[src/rtl/irq_ctrl_pkg.sv]
// Shared SoC definitions for the interrupt controller: register word indices,
// CAUSE field layout and a lowest-set-bit helper.
package irq_ctrl_pkg;

    typedef enum logic [2:0] {
        REG_PEND  = 3'd0,
        REG_MASK  = 3'd1,
        REG_EDGE  = 3'd2,
        REG_CLEAR = 3'd3,
        REG_CAUSE = 3'd4
    } reg_e;

    localparam int CAUSE_VALID_BIT = 31;
    localparam int MAX_SRC         = 8;

    // Priority encoder: index of the lowest set bit, 0 when none is set.
    function automatic logic [2:0] lowest_set(input logic [MAX_SRC-1:0] v);
        lowest_set = 3'd0;
        for (int i = MAX_SRC - 1; i >= 0; i--) begin
            if (v[i]) lowest_set = 3'(i);
        end
    endfunction

endpackage

[src/rtl/irq_debounce.sv]
// One interrupt source: 2-flop synchronizer, followed by a stability counter
// when IRQ_DEBOUNCE_EN is defined (otherwise the synchronizer output is used).
module irq_debounce #(
    parameter int DB_CYCLES = 8
) (
    input  logic clk,
    input  logic rst,
    input  logic raw_i,
    output logic filt_o
);
    logic meta_q;
    logic sync_q;

    always_ff @(posedge clk or posedge rst) begin
        if (rst) begin
            meta_q <= 1'b0;
            sync_q <= 1'b0;
        end else begin
            meta_q <= raw_i;
            sync_q <= meta_q;
        end
    end

`ifdef IRQ_DEBOUNCE_EN
    localparam int CW = $clog2(DB_CYCLES + 1);

    logic [CW-1:0] cnt_q, cnt_d;
    logic          filt_q, filt_d;

    // Counter runs only while the synchronized value disagrees with the
    // filtered one; any agreement restarts the window.
    always_comb begin
        cnt_d  = '0;
        filt_d = filt_q;
        if (sync_q != filt_q) begin
            if (cnt_q == CW'(DB_CYCLES - 1)) begin
                filt_d = sync_q;
            end else begin
                cnt_d = cnt_q + 1'b1;
            end
        end
    end

    always_ff @(posedge clk or posedge rst) begin
        if (rst) begin
            cnt_q  <= '0;
            filt_q <= 1'b0;
        end else begin
            cnt_q  <= cnt_d;
            filt_q <= filt_d;
        end
    end

    assign filt_o = filt_q;
`else
    localparam int DB_UNUSED = DB_CYCLES;

    assign filt_o = sync_q;
`endif

endmodule

[src/rtl/irq_ctrl.sv]
// Interrupt controller: NSRC synchronized sources, edge/level pending latch,
// mask, write-1-to-clear, lowest-index CAUSE and 4 paired INT lines.
// Optional input debounce is enabled with the IRQ_DEBOUNCE_EN macro.
module irq_ctrl
    import irq_ctrl_pkg::*;
#(
    parameter int NSRC      = 8,
    parameter int DB_CYCLES = 8
) (
    input  logic            clk,
    input  logic            rst,
    input  logic [NSRC-1:0] irq_in,
    input  logic            we,
    input  logic [2:0]      addr,
    input  logic [31:0]     wd,
    output logic [31:0]     rd,
    output logic [3:0]      INT
);
    logic [NSRC-1:0]    filt;
    logic [NSRC-1:0]    filt_prev_q;
    logic [NSRC-1:0]    pend_q, pend_d;
    logic [NSRC-1:0]    mask_q, mask_d;
    logic [NSRC-1:0]    edge_q, edge_d;
    logic [NSRC-1:0]    clr;
    logic [NSRC-1:0]    rise;
    logic [MAX_SRC-1:0] pm_next;
    logic [MAX_SRC-1:0] pm_cur;
    logic [3:0]         int_q, int_d;
    logic               cause_vld;
    logic [2:0]         cause_idx;
    logic               wd_unused;

    assign wd_unused = ^wd[31:NSRC];

    for (genvar i = 0; i < NSRC; i++) begin : g_src
        irq_debounce #(
            .DB_CYCLES(DB_CYCLES)
        ) u_db (
            .clk   (clk),
            .rst   (rst),
            .raw_i (irq_in[i]),
            .filt_o(filt[i])
        );
    end

    always_comb begin
        mask_d = mask_q;
        edge_d = edge_q;
        clr    = '0;
        if (we) begin
            case (reg_e'(addr))
                REG_MASK:  mask_d = wd[NSRC-1:0];
                REG_EDGE:  edge_d = wd[NSRC-1:0];
                REG_CLEAR: clr    = wd[NSRC-1:0];
                default:   ;
            endcase
        end
    end

    assign rise = filt & ~filt_prev_q;

    // A mode change wipes the bit; a new edge wins over a same-cycle clear.
    assign pend_d = ~(edge_d ^ edge_q)
                  & ((edge_q & ((pend_q & ~clr) | rise)) | (~edge_q & filt));

    always_comb begin
        pm_next             = '0;
        pm_next[NSRC-1:0]   = pend_q & mask_d;
        for (int k = 0; k < 4; k++) begin
            int_d[k] = |pm_next[2*k +: 2];
        end
    end

    always_comb begin
        pm_cur           = '0;
        pm_cur[NSRC-1:0] = pend_q & mask_q;
        cause_vld        = |pm_cur;
        cause_idx        = lowest_set(pm_cur);
    end

    always_comb begin
        rd = '0;
        case (reg_e'(addr))
            REG_PEND:  rd[NSRC-1:0] = pend_q;
            REG_MASK:  rd[NSRC-1:0] = mask_q;
            REG_EDGE:  rd[NSRC-1:0] = edge_q;
            REG_CAUSE: begin
                rd[CAUSE_VALID_BIT] = cause_vld;
                rd[2:0]             = cause_idx;
            end
            default:   ;
        endcase
    end

    always_ff @(posedge clk or posedge rst) begin
        if (rst) begin
            filt_prev_q <= '0;
            pend_q      <= '0;
            mask_q      <= '0;
            edge_q      <= '1;
            int_q       <= '0;
        end else begin
            filt_prev_q <= filt;
            pend_q      <= pend_d;
            mask_q      <= mask_d;
            edge_q      <= edge_d;
            int_q       <= int_d;
        end
    end

    assign INT = int_q;

endmodule
[config.mk]
export PLATFORM = sky130hd
export DESIGN_NAME = irq_ctrl
export DESIGN_NICKNAME = d
export VERILOG_FILES = /design/src/rtl/irq_ctrl_pkg.sv /design/src/rtl/irq_debounce.sv /design/src/rtl/irq_ctrl.sv
export SDC_FILE = /design/constraint.sdc
export NUM_CORES = 1
export LEC_CHECK = 0
export CAP_MARGIN = 25
export CORE_MARGIN = 4
export CORE_UTILIZATION = 40
export DETAILED_ROUTE_END_ITERATION = 10
export HOLD_SLACK_MARGIN = 0.12
export MAX_ROUTING_LAYER = met4
export PLACE_DENSITY = 0.71
export SKIP_LAST_GASP = 1
export SYNTH_ARGS = -nofsm -noshare
export SYNTH_HDL_FRONTEND = slang
export SYNTH_HIERARCHICAL = 1
export SYNTH_SLANG_ARGS = --single-unit
[constraint.sdc]
create_clock -name clk -period 2.8 [get_ports clk]
set_input_delay 0.56 -clock clk [delete_from_list [all_inputs] [get_ports clk]]
set_output_delay 0.56 -clock clk [all_outputs]
set_load 0.005 [all_outputs]
==> impl_metrics.env <==
export IMPL_remaining_drc_errors=0
export IMPL_netlist_instances=245
export IMPL_syn_to_final_growth_pct=20.8
export IMPL_drt_pass1_iterations=4
export IMPL_viasPerCell=4.95
export IMPL_drt_total_wl_um=5040
export IMPL_yosysTopAreaCell="dfrtp_1"
export IMPL_synth_area_per_cell_sq_um=10.0
export IMPL_diodes=0
export IMPL_fp_dieW_um=86.4
export IMPL_fp_row_count=28
export IMPL_grt_max_degree=37
export IMPL_numClockSinks=52
export IMPL_cts_hold_buf=0
export IMPL_period_share_pct=95.3
export IMPL_finalMaxSlewViolations=0
export IMPL_cts_path_max_buffers=2
export IMPL_worstSetupStartpointType="input pin"
export IMPL_synth_top_cell_area_share_pct=44.8
export IMPL_fp_coreArea_sq_um=5960
export IMPL_die_area_sq_um=7460
export IMPL_synthMuxAreaShare_pct=6.93
export IMPL_irDropWorstVdd_uv=280
export IMPL_worstPathRequired_ps=2240
export IMPL_antenna_found_initial=0
export IMPL_status="finished clean"
export IMPL_drive_above_1_share_pct=12.3
export IMPL_grt_util_met3_pct=3.71
export IMPL_synth_compound_area_share_pct=14.6
export IMPL_dp_hpwl_um=3670
export IMPL_cts_tree="yes"
export IMPL_synth_xor_area_share_pct=0
export IMPL_cts_setup_buffers=0
export IMPL_p_total_mw=1.77
export IMPL_cts_resized=2
export IMPL_grt_total_usage_pct=14.6
export IMPL_route_antenna_remaining_nets=0
export IMPL_cts_buffers=5
export IMPL_post_drt_wl_per_cell_um=13.7
export IMPL_htreeDepth=2
export IMPL_ioPinCount=82
export IMPL_p_leak_nw=1.45
export IMPL_gp_congestion=0.817
export IMPL_synth_top_family_by_area="compound AO/OA/AOI/OAI gates"
export IMPL_synthTopCellsByArea="dfrtp_1 45%, dfstp_2 8.6%, buf_4 7.0%, nand2_1 5.5%, nor2_1 3.5%"
export IMPL_fin_hold_ws_ps=353
export IMPL_grt_pass1_wl_um=8050
export IMPL_place_port_buffers=34
export IMPL_nets=338
export IMPL_synthAdderAreaFrac_pct=0
export IMPL_final_common_cell="dfrtp_1"
export IMPL_first_global_vias=1678
export IMPL_root_buffer="clkbuf_8"
export IMPL_finalInstanceArea_sq_um=2970
export IMPL_fmax_ghz=0.375
export IMPL_synth_area_sq_um=2460
export IMPL_timing_critical_path_to="rd[31]"
export IMPL_drt_iter0_drc=105
export IMPL_hold_class="reg -> reg"
export IMPL_drv_cap=0
export IMPL_rrSetupSlack_ps=1730
export IMPL_synthSimpleGateAreaFrac_pct=12.9
export IMPL_powerDensity_nw_per_um2=596
export IMPL_globalRouteOverflowTotal=0
export IMPL_critPathCaptureType="output pin"
export IMPL_busiest_layer="met2"
export IMPL_initial_utilization_pct=41.2
export IMPL_reg2reg_depth=2
export IMPL_reg2reg_from="mask_q[5]$_DFF_PP0_"
export IMPL_ys_seq_elements=52
export IMPL_startpoint="addr[2]"
export IMPL_clk_insertion_delay_late_ps=300
export IMPL_final_hold_viol_count=0
export IMPL_rsz0062_at_grt="false"
export IMPL_synth_cell_types=33
export IMPL_setup_violations=0
export IMPL_reg2reg_to="INT[2]$_DFF_PP0_"
export IMPL_cp_max_fo=2
export IMPL_crit_type="in -> out"
export IMPL_grt_util_met2_pct=21.8
export IMPL_vias=1823
export IMPL_grtUsageMet1_pct=19.1
export IMPL_clk_pin_slew_ps=90
export IMPL_synth_warnings=6
export IMPL_min_period_ps=2670
export IMPL_die_h_um=86.4
export IMPL_final_cell_mix="44 x dfrtp_1, 36 x nand2_1, 29 x clkdlybuf4s50_1"
export IMPL_place_area_sq_um=2850
export IMPL_ys_seq_area_share_pct=53.4
export IMPL_fin_skew_ps=6.33
export IMPL_crit_arrival_ps=2110
-- how the worst min path moves through the flow --
stage | from | endpoint | slack [ps] | depth (start not counted)
4_1_cts | g_src[1].u_db/meta_q$_DFF_PP0_ | g_src[1].u_db/filt_o$_DFF_PP0_ | 360 | 0
3_5_place_dp | g_src[1].u_db/meta_q$_DFF_PP0_ | g_src[1].u_db/filt_o$_DFF_PP0_ | 330 | 0
2_1_floorplan | rst | g_src[0].u_db/filt_o$_DFF_PP0_ | 300 | 1
3_3_place_gp | g_src[6].u_db/meta_q$_DFF_PP0_ | g_src[6].u_db/filt_o$_DFF_PP0_ | 330 | 0
5_1_grt | g_src[7].u_db/meta_q$_DFF_PP0_ | g_src[7].u_db/filt_o$_DFF_PP0_ | 360 | 0
6_report | g_src[1].u_db/meta_q$_DFF_PP0_ | g_src[1].u_db/filt_o$_DFF_PP0_ | 350 | 0
-- cells by family after synthesis --
kind of cell | count (synthesis)
buffers and inverters | 48
muxes | 16
AOI/OAI and AO/OA | 57
other | 1
and+or+nand+nor | 71
DFF | 52
-- where the power goes --
group	total (mW)	internal, mW	switching (mW)
Combinational	0.381	0.200	0.180
Sequential	0.956	0.873	0.0832
Clock	0.433	0.202	0.231
Total	1.77	1.28	0.494
-- metrics by stage --
step           utilization [%]  setup WS [ps]  instances  setup TNS, ps
2_1_floorplan                -            847        267              0
3_3_place_gp              47.9          -27.8        360          -27.8
3_5_place_dp              47.9          -13.5        360          -21.6
4_1_cts                   49.4          -16.2        368          -22.1
5_1_grt                   49.8           48.1        368              0
6_report                  49.8            130        368              0
-- routing by layer --
metal / wire length (um) / share of wire, %
met2: 2380 / 47
met3: 294 / 5.8
met1: 2290 / 45
met5: 0 / 0
met4: 78 / 1.5
-- sequential cells by signal, summed over array words and instances (netlist names) --
| signal | cells |
|---|---|
| pend_q | 8 |
| INT | 4 |
| g_src.u_db/filt_o | 8 |
| mask_q | 8 |
| filt_prev_q | 8 |
| edge_q | 8 |
| g_src.u_db/meta_q | 8 |
-- worst max-delay path, cell delays in order --
cell and delay (ps):
clkdlybuf4s50_1 480, nor3b_4 200, buf_4 140, a21boi_0 200, clkdlybuf4s50_1 530
-- cells in the mapped netlist, drive strengths merged --
| cell type | number |
|---|---|
| dfrtp | 44 |
| nand2 | 36 |
| buf | 29 |
| o21ai | 24 |
| nor2 | 23 |
| inv | 17 |
| o22ai | 10 |
| a211o | 8 |
| a21oi | 8 |
| dfstp | 8 |
| mux2 | 8 |
| mux2i | 8 |
| a22o | 4 |
| nand3 | 4 |
| clkbuf | 2 |
| a21boi | 1 |
| a31oi | 1 |
| and3b | 1 |
| and4 | 1 |
| and4bb | 1 |
| conb | 1 |
| nand3b | 1 |
| nand4 | 1 |
| nand4b | 1 |
| nor2b | 1 |
| nor3b | 1 |
| o32ai | 1 |
-- layout make-up --
type / count / area, sq um
fill: 566 / 2990
sequential: 52 / 1310
multi-input combinational: 167 / 946
timing repair buffer: 49 / 462
tap: 75 / 93.8
clock buffer: 8 / 90.1
inverter: 17 / 63.8
No activity file was read; power rests on OpenSTA's default activity.
